`config.mk`:
```
export PLATFORM = sky130hd
export DESIGN_NAME = quadrature_gen_flat
export DESIGN_NICKNAME = d
export VERILOG_FILES = /design/src/rtl/qgen_pkg.sv /design/src/rtl/quadrature_gen_if.sv /design/src/rtl/qgen_rate_timer.sv /design/src/rtl/quadrature_gen.sv /design/src/flat_wrapper.sv
export SDC_FILE = /design/constraint.sdc
export NUM_CORES = 1
export LEC_CHECK = 0
export BUFFER_PORTS_ARGS = -buffer_cell sky130_fd_sc_hd__buf_2
export CAP_MARGIN = 20
export CORE_MARGIN = 1
export CORE_UTILIZATION = 35
export DETAILED_ROUTE_END_ITERATION = 6
export HOLD_SLACK_MARGIN = 0.02
export SETUP_SLACK_MARGIN = 0.1
export SYNTH_ARGS = -nofsm -noshare
export SYNTH_HDL_FRONTEND = slang
export SYNTH_SLANG_ARGS = --single-unit
```
`constraint.sdc`:
```
create_clock -name clk -period 7.1 [get_ports clk]
set_input_delay 1.42 -clock clk [delete_from_list [all_inputs] [get_ports clk]]
set_output_delay 1.42 -clock clk [all_outputs]
set_load 0.02 [all_outputs]
```
`src/rtl/qgen_pkg.sv`:
```
// -----------------------------------------------------------------------------
// qgen_pkg
// Shared types and helpers for the quadrature generator.
//   phase_t      : quadrature phase, encoded in cw order so that a cw step is
//                  phase + 1 and a ccw step is phase - 1 (both mod 4).
//   state_t      : edge scheduler state (IDLE / HOLD).
//   DETENT_STEPS : number of edges in one mechanical detent.
//   REQ_STEPS    : edges queued per cw/ccw request. This is DETENT_STEPS when
//                  QGEN_DETENT_EN is defined and 1 otherwise.
// Configuration macro: QGEN_DETENT_EN.
// -----------------------------------------------------------------------------
package qgen_pkg;

  typedef enum logic [1:0] {
    P00 = 2'd0,
    P10 = 2'd1,
    P11 = 2'd2,
    P01 = 2'd3
  } phase_t;

  typedef enum logic {
    IDLE = 1'b0,
    HOLD = 1'b1
  } state_t;

  localparam int DETENT_STEPS = 4;

`ifdef QGEN_DETENT_EN
  localparam int REQ_STEPS = DETENT_STEPS;
`else
  localparam int REQ_STEPS = 1;
`endif

  // One quadrature step; the 2-bit wrap provides the mod-4 behaviour.
  function automatic phase_t phase_step(input phase_t p, input logic ccw_dir);
    return ccw_dir ? phase_t'(p - 2'd1) : phase_t'(p + 2'd1);
  endfunction

  function automatic logic phase_a(input phase_t p);
    return (p == P10) || (p == P11);
  endfunction

  function automatic logic phase_b(input phase_t p);
    return (p == P11) || (p == P01);
  endfunction

endpackage

```
`src/rtl/quadrature_gen_if.sv`:
```
// -----------------------------------------------------------------------------
// quadrature_gen_if
// Bundle carrying step requests into the generator and quadrature and status
// signals out of it.
//   cw, ccw : one-cycle step requests (control logic -> generator)
//   a, b    : quadrature channels (generator -> encoder input / board pins)
//   busy    : generator has queued steps or is timing an edge gap
//   ovf     : sticky flag for a request dropped on saturation
// modport master : control side that issues requests.
// modport slave  : generator side.
// -----------------------------------------------------------------------------
interface quadrature_gen_if;
  logic cw;
  logic ccw;
  logic a;
  logic b;
  logic busy;
  logic ovf;

  modport master (output cw, output ccw, input a, input b, input busy, input ovf);
  modport slave  (input cw, input ccw, output a, output b, output busy, output ovf);
endinterface

```
`src/rtl/qgen_rate_timer.sv`:
```
// -----------------------------------------------------------------------------
// qgen_rate_timer
// Loadable down-counter that enforces the minimum gap between quadrature
// edges. A load sets the count to STEP_CYCLES-1. The counter then decrements
// once per cycle until it reaches zero and holds there.
//   clk     : clock
//   rst_n   : asynchronous active-low reset (count = 0)
//   i_load  : reload the counter (an edge is emitted on this clock)
//   o_zero  : counter is at zero, so the gap has elapsed
// -----------------------------------------------------------------------------
module qgen_rate_timer #(
  parameter int STEP_CYCLES = 5000
) (
  input  logic clk,
  input  logic rst_n,
  input  logic i_load,
  output logic o_zero
);

  localparam int TW = $clog2(STEP_CYCLES);
  localparam logic [TW-1:0] RELOAD = TW'(STEP_CYCLES - 1);

  logic [TW-1:0] r_count;

  // NOTE: sequential state is updated with non-blocking assignments only. All
  // flops then sample their inputs as they were before the clock edge.
  always_ff @(posedge clk or negedge rst_n) begin
    if (!rst_n) begin
      r_count <= '0;
    end else if (i_load) begin
      r_count <= RELOAD;
    end else if (r_count != '0) begin
      r_count <= r_count - TW'(1);
    end
  end

  assign o_zero = (r_count == '0);

endmodule

```
`src/rtl/quadrature_gen.sv`:
```
// -----------------------------------------------------------------------------
// quadrature_gen
// Quadrature signal generator. One-cycle cw/ccw requests are queued in a
// signed pending count. The count is replayed as a/b quadrature edges with at
// least STEP_CYCLES clocks between consecutive edges.
//   clk      : clock
//   reset_n  : asynchronous active-low reset
//   bus      : quadrature_gen_if.slave carrying cw, ccw (in) and
//              a, b, busy, ovf (out)
// Parameters:
//   STEP_CYCLES : minimum clocks between a/b edges (>= 2)
//   PEND_W      : width of the signed pending-step counter
// Configuration macro: QGEN_DETENT_EN. When defined, each request queues a full
// detent of 4 edges.
// -----------------------------------------------------------------------------
module quadrature_gen
  import qgen_pkg::*;
#(
  parameter int STEP_CYCLES = 5000,
  parameter int PEND_W      = 8
) (
  input  logic             clk,
  input  logic             reset_n,
  quadrature_gen_if.slave  bus
);

  // Net arithmetic runs two bits wider, so pending + request cannot wrap
  // before the saturation test.
  localparam int NW = PEND_W + 2;
  // The limit is symmetric and rounded down to a whole number of requests.
  // This makes a request that does not fit get dropped whole.
  localparam int LIMIT_I = (((2 ** (PEND_W - 1)) - 1) / REQ_STEPS) * REQ_STEPS;
  localparam logic signed [NW-1:0] LIMIT   = NW'(LIMIT_I);
  localparam logic signed [NW-1:0] REQ_AMT = NW'(REQ_STEPS);
  localparam logic signed [NW-1:0] ONE     = NW'(1);

  logic signed [PEND_W-1:0] r_pending;
  state_t                   r_state;
  logic                     r_a;
  logic                     r_b;
  logic                     r_ovf;

  logic                     w_timer_zero;
  logic                     w_emit;
  logic                     w_emit_ccw;
  logic                     w_drop;
  logic signed [NW-1:0]     w_req;
  logic signed [NW-1:0]     w_after_emit;
  logic signed [NW-1:0]     w_net;
  logic signed [PEND_W-1:0] w_pending_next;
  state_t                   w_state_next;
  phase_t                   w_phase;
  phase_t                   w_phase_next;

  // a and b are the registered outputs themselves. The phase is decoded back
  // from them, so the pins are driven straight from flops and cannot glitch.
  assign w_phase = phase_t'({r_b, r_a ^ r_b});

  // An edge may go out from IDLE right away. From HOLD it must wait until the
  // spacing timer has run out.
  assign w_emit     = (r_pending != '0) && ((r_state == IDLE) || w_timer_zero);
  assign w_emit_ccw = r_pending[PEND_W-1];

  always_comb begin
    // NOTE: every signal gets a default before the conditional logic. This
    // keeps always_comb free of inferred latches.
    w_req          = '0;
    w_after_emit   = NW'(r_pending);
    w_net          = '0;
    w_drop         = 1'b0;
    w_pending_next = r_pending;

    if (bus.cw && !bus.ccw) begin
      w_req = REQ_AMT;
    end else if (bus.ccw && !bus.cw) begin
      w_req = -REQ_AMT;
    end

    // The emitted edge moves pending one step toward zero.
    if (w_emit) begin
      w_after_emit = w_emit_ccw ? (w_after_emit + ONE) : (w_after_emit - ONE);
    end

    // Saturation is judged on the net value after this cycle's emission. A
    // request that would overflow is dropped, but the emission still counts.
    w_net  = w_after_emit + w_req;
    w_drop = (w_req != '0) && ((w_net > LIMIT) || (w_net < -LIMIT));
    w_pending_next = w_drop ? PEND_W'(w_after_emit) : PEND_W'(w_net);
  end

  always_comb begin
    w_state_next = r_state;
    unique case (r_state)
      IDLE: if (w_emit) w_state_next = HOLD;
      HOLD: if (w_timer_zero && !w_emit) w_state_next = IDLE;
      default: w_state_next = IDLE;
    endcase
  end

  assign w_phase_next = w_emit ? phase_step(w_phase, w_emit_ccw) : w_phase;

  qgen_rate_timer #(
    .STEP_CYCLES (STEP_CYCLES)
  ) u_rate_timer (
    .clk    (clk),
    .rst_n  (reset_n),
    .i_load (w_emit),
    .o_zero (w_timer_zero)
  );

  always_ff @(posedge clk or negedge reset_n) begin
    if (!reset_n) begin
      r_pending <= '0;
      r_state   <= IDLE;
      r_a       <= 1'b0;
      r_b       <= 1'b0;
      r_ovf     <= 1'b0;
    end else begin
      r_pending <= w_pending_next;
      r_state   <= w_state_next;
      r_a       <= phase_a(w_phase_next);
      r_b       <= phase_b(w_phase_next);
      if (w_drop) begin
        r_ovf <= 1'b1;
      end
    end
  end

  assign bus.a    = r_a;
  assign bus.b    = r_b;
  assign bus.ovf  = r_ovf;
  assign bus.busy = (r_pending != '0) || (r_state == HOLD);

endmodule

```
`src/flat_wrapper.sv`:
```
// flat-port wrapper written by rule: the top's interface ports become plain ports
module quadrature_gen_flat import qgen_pkg::*;
#(
  parameter int STEP_CYCLES = 5000,
  parameter int PEND_W      = 8
)
  (clk, reset_n, bus_cw, bus_ccw, bus_a, bus_b, bus_busy, bus_ovf);
  quadrature_gen_if bus_i ();
  input  logic clk;
  input  logic reset_n;
  input wire logic [$bits(bus_i.cw)-1:0] bus_cw;
  input wire logic [$bits(bus_i.ccw)-1:0] bus_ccw;
  output wire logic [$bits(bus_i.a)-1:0] bus_a;
  output wire logic [$bits(bus_i.b)-1:0] bus_b;
  output wire logic [$bits(bus_i.busy)-1:0] bus_busy;
  output wire logic [$bits(bus_i.ovf)-1:0] bus_ovf;
  assign bus_i.cw = bus_cw;
  assign bus_i.ccw = bus_ccw;
  assign bus_a = bus_i.a;
  assign bus_b = bus_i.b;
  assign bus_busy = bus_i.busy;
  assign bus_ovf = bus_i.ovf;
  quadrature_gen #(.STEP_CYCLES(STEP_CYCLES), .PEND_W(PEND_W)) u_core (.clk(clk), .reset_n(reset_n), .bus(bus_i));
endmodule
```
==> run metrics, run 1 <==
status=finished clean; vias in the first global route=1518; Fin Setup TNS=0 ps; drt wl/cell=13.2 µm; crit path to=u_core.r_pending[0]; CTS tree=yes; Main synth FF type=dfrtp_1; Pint=524 µW; WP depth=15; Synth area leader=dfrtp_1; CP peak stage delay=620 ps; ANT cells=0; DRT Pass-1 Iters=4; vias per cell=5.16; worst-margin pin slew=611 ps; NetSw=448 µW; Max Cap Violations=0; Finish-stage setup viols=0; Worst setup SP type=flip-flop; dominant cells by area after synthesis=dfrtp_1 (31%), ha_1 (12%), xnor2_1 (5.2%); RSZ-0062 raised after global routing=false; Buffers on Ports=7; CP startpoint=u_core.r_pending[7]; Core Rows=27; Reg2Reg Depth=15; Synth Cell Area=2030 µm²; Reg-to-Reg End=u_core.r_pending[0]; maximum clock frequency=0.202 GHz; Top Family by Delay on Critical Path=compound AO/OA/AOI/OAI gates; total placed instance area=2120 µm²; placed cells=286; pwr dens=448 nW/µm²; first-pass GRT wire length=6620 µm; number of DRC markers in iteration 0=60; commonest cells after routing, fill and taps aside=dfrtp_1 (25), nand2_1 (20), ha_1 (20), inv_1 (15), nor2_1 (15); Leak=0.000982 µW; highest-delay cell along the critical path=or4b_2; Die X=78.1 µm; initial antenna violation count=0; Clock power frac=9.1%; Worst-path clk slew=100 ps; total global routing overflow=0; yosys warns=0; Slew headroom=58.9%; synthesis-to-layout area growth=7.03%; register area share after synthesis=30.8%; vias=1496; total CTS buffers=3; Clock Latency Late Sink=280 ps; Final Hold Viols=0; IO Pins=8; #FFs+latches synth=25; GRT Total Usage=13.5%; Synth Instances=211; CP Data Required Time=7270 ps; # clock sinks=25; Hold-fix buffers, CTS=0; reg2reg setup slack=2150 ps; critical path type=flip-flop to flip-flop; Clock Root Buffer=clkbuf_8; Critical path buffers and inverters=1; reg2reg start=u_core.r_pending[7]; Placeable Area=5540 µm²; final instance area=2170 µm²; Initial Utilization=36.6%; post-route minimum period=4950 ps; commonest non-fill, non-tap cell in the layout=dfrtp_1; Unique masters post-synth=48; DIE AREA=6110 µm²; syn nets=237; share of cells above drive strength 1=16.1%; number of synthesized flops with an enable pin=0; Setup Buffers After CTS=0; logic gate share of total power=63.2%; top cell type's share of synthesized area=30.8%; Die Span Y=78.1 µm; # DRC=0; asr flop ratio synth=100%; post-route insts no fill=290; post-DP HPWL=2940 µm; Clock Skew=8.93 ps; largest net degree at the start of global routing=26; Mean Syn Cell Area=9.62 µm²; CP max FO=24; CP arrival=5120 ps; worst path cell trace=inv_1 -> ha_1 -> or4b_2 -> nor4_4 -> a21o_4 -> nand2_2 -> o31ai_2 -> ha_1 -> a21o_1 -> a31oi_1 -> nand2_1 -> a31oi_1 -> mux2_2 -> a221oi_4 -> mux2_2; PostCTS Resize Cnt=0; htree depth=1; Sw Share=46.1%; final WL=3830 µm; layout net count=245; VDD IR max=0.210 mV; fin. max-slew vios=0; CTS Buffer Depth=2; endpoint type of the worst setup path=flip-flop; HP Class=flip-flop to flip-flop; Placer Congestion=0.791; antenna-violating nets left=0; fillers=564; Seq pwr share=27.7%; hold path startpoint=u_core.bus.ovf; Final Cycle Share=69.7%
-- cells in the mapped netlist (2+ instances only) --
library cell and number:
a31oi_1 5, o21a_1 2, mux2_2 4, or2_2 2, a21oi_1 11, nor3_1 2, nor4_1 2, ha_1 20
nand4_1 2, buf_6 2, nor2_1 15, xor2_1 8, mux2i_1 2, nand2_1 20, o21ai_1 2, o211ai_1 2
and3_1 3, mux2_4 3, nand3_1 4, inv_1 15, o31ai_2 3, o21ai_0 9, nor2b_1 2, nand2b_1 3
fa_1 2, nor4_4 2, or3_1 3, nand2_2 2, a21o_1 5, xnor2_1 12, dfrtp_1 25
-- area by class of cell --
class	instances	area [µm²]	area share, %
multi-input combinational	167	1320	60.6
sequential	25	626	28.8
tap	72	90.1	4.15
inverter	15	56.3	2.59
clock buffer	3	41.3	1.90
timing repair buffer	7	35.0	1.61
clock inverter	1	7.51	0.346
-- worst min path at each step --
stage | to | cells past startpoint
after floorplan | u_core.u_rate_timer.r_count[12] | 2
after global placement | u_core.bus.ovf | 1
after detailed placement | u_core.bus.ovf | 1
after CTS | u_core.bus.ovf | 1
after global routing | u_core.bus.ovf | 1
final | u_core.bus.ovf | 1
-- per-stage QoR --
step	power (µW)	worst slack (ps)	utilization (%)	hold WS [ps]
after floorplan	768	2630	-	489
after global placement	883	2200	38.3	472
after detailed placement	887	2150	38.3	457
after CTS	981	2140	39.2	478
after global routing	1060	1820	39.2	499
final	973	2150	39.2	474
-- registers in the layout (all words and copies together), names as in the netlist --
signal and cells:
u_core.u_rate_timer.r_count 13, u_core.r_pending 8, u_core.bus.a 1, u_core.bus.b 1, u_core.bus.ovf 1, u_core.r_state 1
-- worst reg2reg max path, delay by kind of cell (launching register included) --
kind / cells / cell delay [ps]
fa+ha+maj: 2 / 540
compound gates: 6 / 1640
flops: 1 / 440
buf+inv: 1 / 210
simple gates: 4 / 1200
mux: 2 / 810
-- cells by family (layout without fill, tap and decap cells) --
logic type / after synthesis / in the layout / share of synthesized area (%)
compound gates: 50 / 50 / 18.6
flops: 25 / 25 / 30.8
buf+inv: 19 / 26 / 4.31
simple gates: 66 / 66 / 17.9
mux: 9 / 9 / 5.43
xor+xnor: 20 / 20 / 8.63
fa+ha+maj: 22 / 22 / 14.3
-- layer usage --
layer  vias up  track usage, %  routed length, µm
li1        765               -                  -
met1       708            17.5               1900
met2        15            22.6               1780
met3         8            1.40                 66
met4         0            6.11                 82
met5         -               0                  0
-- power by group through the flow --
stage          Combinational [µW]  Clock, µW  Sequential (µW)
5_1_grt                       688       96.0              278
3_5_place_dp                  616          0              271
2_1_floorplan                 508          0              260
4_1_cts                       620       91.8              269
6_report                      615       88.8              269
3_3_place_gp                  613          0              270
(Power assumes the default switching activity.)
==> inputs of run 2 (changes only) <==
- clock period: 7.1 -> 4.8 ns (I/O delays scaled with it)
==> run 2 against run 1 <==
  * Worst hold slack better by 9.7 ps
  * Register-to-register slack got worse by 1800 ps
  * Power is 55% higher
  * Setup slack worse by 1800 ps
  * Die area did not move
  * Global-route usage down 0.091 points
  * Largest power group unchanged
  * Combinational power rose by 59%
==> run metrics, run 2 (synthesized netlist as in run 1, its figures left out) <==
DIE AREA=6110 µm² (unchanged); Slew headroom=58.4% (-0.51 points); total CTS buffers=3 (unchanged); Hold-fix buffers, CTS=0 (unchanged); Final Hold Viols=0 (unchanged); first-pass GRT wire length=6670 µm (+0.73%); Clock Skew=8.40 ps (-0.533 ps); Initial Utilization=36.6% (unchanged); CTS tree=yes; Leak=0.00104 µW (+6.4%); Worst-path clk slew=100 ps (about the same); initial antenna violation count=0 (unchanged); htree depth=1 (unchanged); post-route minimum period=4470 ps (-482 ps); Critical path buffers and inverters=1 (unchanged); synthesis-to-layout area growth=12.6%; GRT Total Usage=13.4% (-0.091 points); RSZ-0062 raised after global routing=false; post-DP HPWL=2940 µm (-0.22%); Fin Setup TNS=0 ps (unchanged); endpoint type of the worst setup path=flip-flop; final WL=3860 µm (+0.78%); CTS Buffer Depth=2 (unchanged); antenna-violating nets left=0 (unchanged); Placeable Area=5540 µm² (unchanged); IO Pins=8 (unchanged); Top Family by Delay on Critical Path=compound AO/OA/AOI/OAI gates; placed cells=292 (+2.1%); CP arrival=4630 ps (-490 ps); maximum clock frequency=0.224 GHz (+11%); vias=1526 (+2.0%); Die X=78.1 µm (unchanged); commonest non-fill, non-tap cell in the layout=dfrtp_1; CP max FO=9 (-63%); Finish-stage setup viols=0 (unchanged); Met1 Routed Length=2090 µm (+10%); Max Cap Violations=0 (unchanged); drt wl/cell=12.8 µm (-2.9%); largest net degree at the start of global routing=26 (unchanged); number of DRC markers in iteration 0=137 (+130%); reg2reg setup slack=330 ps (-1820 ps); Clock Root Buffer=clkbuf_8; CP peak stage delay=570 ps (-50 ps); ANT cells=0 (unchanged); fillers=549 (-2.7%); Top Metal Used=met4; highest-delay cell along the critical path=or4_4; HP Class=flip-flop to flip-flop; # clock sinks=25 (unchanged); vias per cell=5.07 (-1.7%); Regs by FF count=u_core.u_rate_timer.r_count x13, u_core.r_pending x8; status=finished clean; Routed met2 length=1670 µm (-6.3%); total global routing overflow=0 (unchanged); Final Cycle Share=93.1% (+23 points); pwr dens=659 nW/µm² (+47%); Pwr Total=1510 µW (+55%); DRT Pass-1 Iters=4 (unchanged); worst path cell trace=nor4_2 -> nand2b_1 -> or4_4 -> a21o_4 -> o31ai_4 -> ha_1 -> a21o_1 -> a31oi_1 -> nand2_1 -> a31oi_1 -> mux2_2 -> a221oi_4 -> buf_6 -> mux2_2; Clock Latency Late Sink=280 ps (about the same); VDD IR max=0.191 mV (-9.1%); Worst setup SP type=flip-flop; CP Data Required Time=4960 ps (-2310 ps); layout net count=256 (+4.5%); worst-margin pin slew=619 ps (+7.57 ps); met3 WL=75 µm (+14%); # DRC=0 (unchanged); Placer Congestion=0.804 (+1.7%); fin. max-slew vios=0 (unchanged); Reg with most FFs=u_core.u_rate_timer.r_count; Largest register FFs=13 (unchanged); Die Span Y=78.1 µm (unchanged); Buffers on Ports=7 (unchanged); vias in the first global route=1488 (-2.0%); Core Rows=27 (unchanged); critical path type=flip-flop to flip-flop; post-route insts no fill=301 (+3.8%); share of cells above drive strength 1=21.4% (+5.3 points); commonest cells after routing, fill and taps aside=dfrtp_1 (24), nand2_1 (20), ha_1 (20), inv_1 (15), nor2_1 (15)
## run 2: routing by layer
metal,track usage [%],up-vias
li1,-,791
met1,18.6,716
met2,21.9,17
met3,1.51,2
met4,3.89,0
met5,0,-
## run 2: area by class of cell
class                           count  area, µm²  share of cell area, %
Sequential cell                    25        627                   27.4
Clock inverter                      1       8.76                  0.383
Timing Repair Buffer               18        125                   5.47
Inverter                           15       56.3                   2.46
Clock buffer                        3       41.3                   1.81
Tap cell                           72       90.1                   3.94
Multi-Input combinational cell    167       1340                   58.5
## run 2: where the power goes
| part | switching, µW | internal [µW] | total, µW |
|---|---|---|---|
| clock | 74.1 | 60.9 | 135 |
| combinational | 510 | 466 | 976 |
| sequential | 99.7 | 296 | 396 |
## run 2: timing repair
item                                    4_1_cts  5_1_grt
buffers inserted                              0        5
endpoints found under the setup margin        0        8
resized for setup                             0        8
hold endpoints to repair                      0        0
## run 2: per-stage QoR
step,setup WS [ps],util [%],area (µm²),hold slack (ps)
floorplan,326,-,2030,489
global placement,188,39.1,2170,474
detailed placement,168,39.1,2170,458
CTS,142,40.0,2220,491
global route,152,41.3,2290,503
finish,333,41.3,2290,484
## run 2: path summary, 6_finish.rpt
check / endpoint / startpoint / depth (start not counted)
hold reg to reg: u_core.bus.ovf / u_core.bus.ovf / 1
setup reg to reg: u_core.r_pending[4] / u_core.u_rate_timer.r_count[7] / 14
min in group asynchronous: u_core.u_rate_timer.r_count[1] / reset_n / 1
hold / removal: u_core.bus.ovf / u_core.bus.ovf / 1
setup / recovery: u_core.r_pending[4] / u_core.u_rate_timer.r_count[7] / 14
max in group asynchronous: u_core.r_pending[7] / reset_n / 1
==> inputs of run 3 (changes only) <==
- PLACE_DENSITY: unset -> 0.56
- SLEW_MARGIN: unset -> 10
- clock period: 4.8 -> 4.7 ns (I/O delays scaled with it)
==> run 3 against run 2 <==
  * Critical path depth unchanged
  * Clock skew down 4.8 ps
  * Worst hold slack worse by 11 ps
  * Cell area up 2.1%
  * First-iteration DRC count down 66%
  * Flip-flop and latch count unchanged
  * Clock power down 6%
  * Largest cell class unchanged
  * Highest routed layer unchanged
==> run metrics, run 3 (synthesized netlist as in run 1, its figures left out) <==
fillers=558 (+1.6%); CP max FO=9 (unchanged); CP peak stage delay=520 ps (-50 ps); Finish-stage setup viols=0 (unchanged); Hold-fix buffers, CTS=0 (unchanged); number of DRC markers in iteration 0=47 (-66%); RSZ-0062 raised after global routing=false; antenna-violating nets left=0 (unchanged); ANT cells=0 (unchanged); final WL=3970 µm (+2.9%); GR Layer Usage met3=1.74% (+0.23 points); pwr dens=665 nW/µm² (+0.95%); Max Cap Violations=0 (unchanged); Crit path top cell by count=mux2_2; CTS tree=yes; worst-margin pin slew=659 ps (+40.0 ps); Die X=78.1 µm (unchanged); multi-input combinational cell area=1360 µm² (+1.8%); Largest register FFs=13 (unchanged); total global routing overflow=0 (unchanged); pre-CTS setup slack=-5.91 ps (-174 ps); layout net count=259 (+1.2%); Slew headroom=55.7% (-2.7 points); post-route minimum period=4410 ps (-58.6 ps); fin. max-slew vios=0 (unchanged); Reg area=628 µm² (+0.20%); Final Cycle Share=93.8% (+0.73 points); highest-delay cell along the critical path=or4_4; met2 usage=24.7% (+2.8 points); status=finished clean; Leak=0.00106 µW (+1.5%); Regs by FF count=u_core.u_rate_timer.r_count x13, u_core.r_pending x8; initial antenna violation count=0 (unchanged); Worst-path clk slew=90 ps (about the same); share of cells above drive strength 1=23.3% (+1.9 points); worst path cell trace=nor4_4 -> nand2b_1 -> or4_4 -> a21o_4 -> o31ai_4 -> ha_2 -> a21o_1 -> a31oi_1 -> nand2_1 -> a31oi_4 -> mux2_2 -> a221oi_4 -> buf_12 -> mux2_2; Core Rows=27 (unchanged); commonest non-fill, non-tap cell in the layout=dfrtp_1; Clock Latency Late Sink=270 ps (about the same); Top Usage Layer GRT=met2; Fin Setup TNS=0 ps (unchanged); # DRC=0 (unchanged); endpoint type of the worst setup path=flip-flop; Reg with most FFs=u_core.u_rate_timer.r_count; Clock Root Buffer=clkbuf_8; vias per cell=4.95 (-2.3%); DRT Pass-1 Iters=4 (unchanged); commonest cells after routing, fill and taps aside=dfrtp_1 (23), nand2_1 (20), ha_1 (19), inv_1 (15), nor2_1 (15); # clock sinks=25 (unchanged); Die Span Y=78.1 µm (unchanged); CP Data Required Time=4860 ps (-100 ps); drt wl/cell=13.1 µm (+1.9%); GRT Total Usage=14.3% (+0.85 points); largest net degree at the start of global routing=26 (unchanged); first-pass GRT wire length=6870 µm (+3.0%); CP arrival=4560 ps (-70 ps); HP Class=flip-flop to flip-flop; vias=1506 (-1.3%); maximum clock frequency=0.227 GHz (+1.3%); post-DP HPWL=2950 µm (+0.53%); Initial Utilization=36.6% (unchanged); met1 usage=18.4% (-0.19 points); vias in the first global route=1469 (-1.3%); IO Pins=8 (unchanged); CTS Buffer Depth=2 (unchanged); Pwr Total=1550 µW (+3.1%); total CTS buffers=3 (unchanged); Worst Slack Setup Final=291 ps (-41.4 ps); synthesis-to-layout area growth=15.0%; Clock Skew=3.56 ps (-4.84 ps); Worst setup SP type=flip-flop; Placer Congestion=0.784 (-2.5%); VDD IR max=0.336 mV (+76%); Buffers on Ports=7 (unchanged); Final Hold Viols=0 (unchanged); critical path type=flip-flop to flip-flop; htree depth=1 (unchanged); Placeable Area=5540 µm² (unchanged); DIE AREA=6110 µm² (unchanged)
[run 3: final cells by class]
| class | instances | area share, % |
|---|---|---|
| Multi-Input combinational cell | 167 | 58.3 |
| Sequential cell | 25 | 26.9 |
| Timing Repair Buffer | 21 | 6.54 |
| Tap cell | 72 | 3.86 |
| Inverter | 15 | 2.41 |
| Clock buffer | 3 | 1.77 |
| Clock inverter | 1 | 0.214 |
[run 3: timing repair]
action	4_1_cts	5_1_grt
buffers inserted	1	6
endpoints found under the setup margin	9	9
pin swaps	1	5
resized for setup	2	8
[run 3: metrics by stage]
stage | hold WS, ps | std cells | cell area (µm²) | util (%)
after floorplan | 489 | 211 | 2030 | -
after global placement | 447 | 293 | 2180 | 39.3
after detailed placement | 453 | 293 | 2180 | 39.3
after CTS | 476 | 298 | 2260 | 40.7
after global routing | 515 | 304 | 2330 | 42.1
final | 473 | 304 | 2330 | 42.1
[run 3: where the power goes]
group / total [µW] / internal (µW) / switching [µW]
clock: 127 / 59.2 / 68.1
combinational: 1020 / 485 / 534
sequential: 407 / 303 / 104
[run 3: critical path, delay by kind of cell (launching register included)]
family	cells	cell delay [ps]
AO/OA/AOI/OAI	6	1460
AND/OR/NAND/NOR	4	1150
multiplexers	2	710
flip-flops	1	460
adder cells (fa/ha/maj)	1	350
buffers and inverters	1	160
[run 3: per-layer routing]
metal | share of wire [%] | vias to the layer above | routed length, µm
met2 | 52 | 9 | 2050
li1 | - | 798 | -
met4 | 0.86 | 0 | 34
met5 | 0 | - | 0
met1 | 46 | 697 | 1840
met3 | 1.3 | 2 | 50
[run 3: worst paths after layout]
path / endpoint / cells after the start / slack, ps / startpoint
worst max-delay path: u_core.r_pending[1] / 14 / 290 / u_core.u_rate_timer.r_count[6]
min in group asynchronous: u_core.u_rate_timer.r_count[5] / 1 / 660 / reset_n
worst max register to register: u_core.r_pending[1] / 14 / 290 / u_core.u_rate_timer.r_count[6]
worst min register to register: u_core.bus.ovf / 1 / 470 / u_core.bus.ovf
max in group asynchronous: u_core.u_rate_timer.r_count[6] / 1 / 3630 / reset_n
worst min-delay path: u_core.bus.ovf / 1 / 470 / u_core.bus.ovf
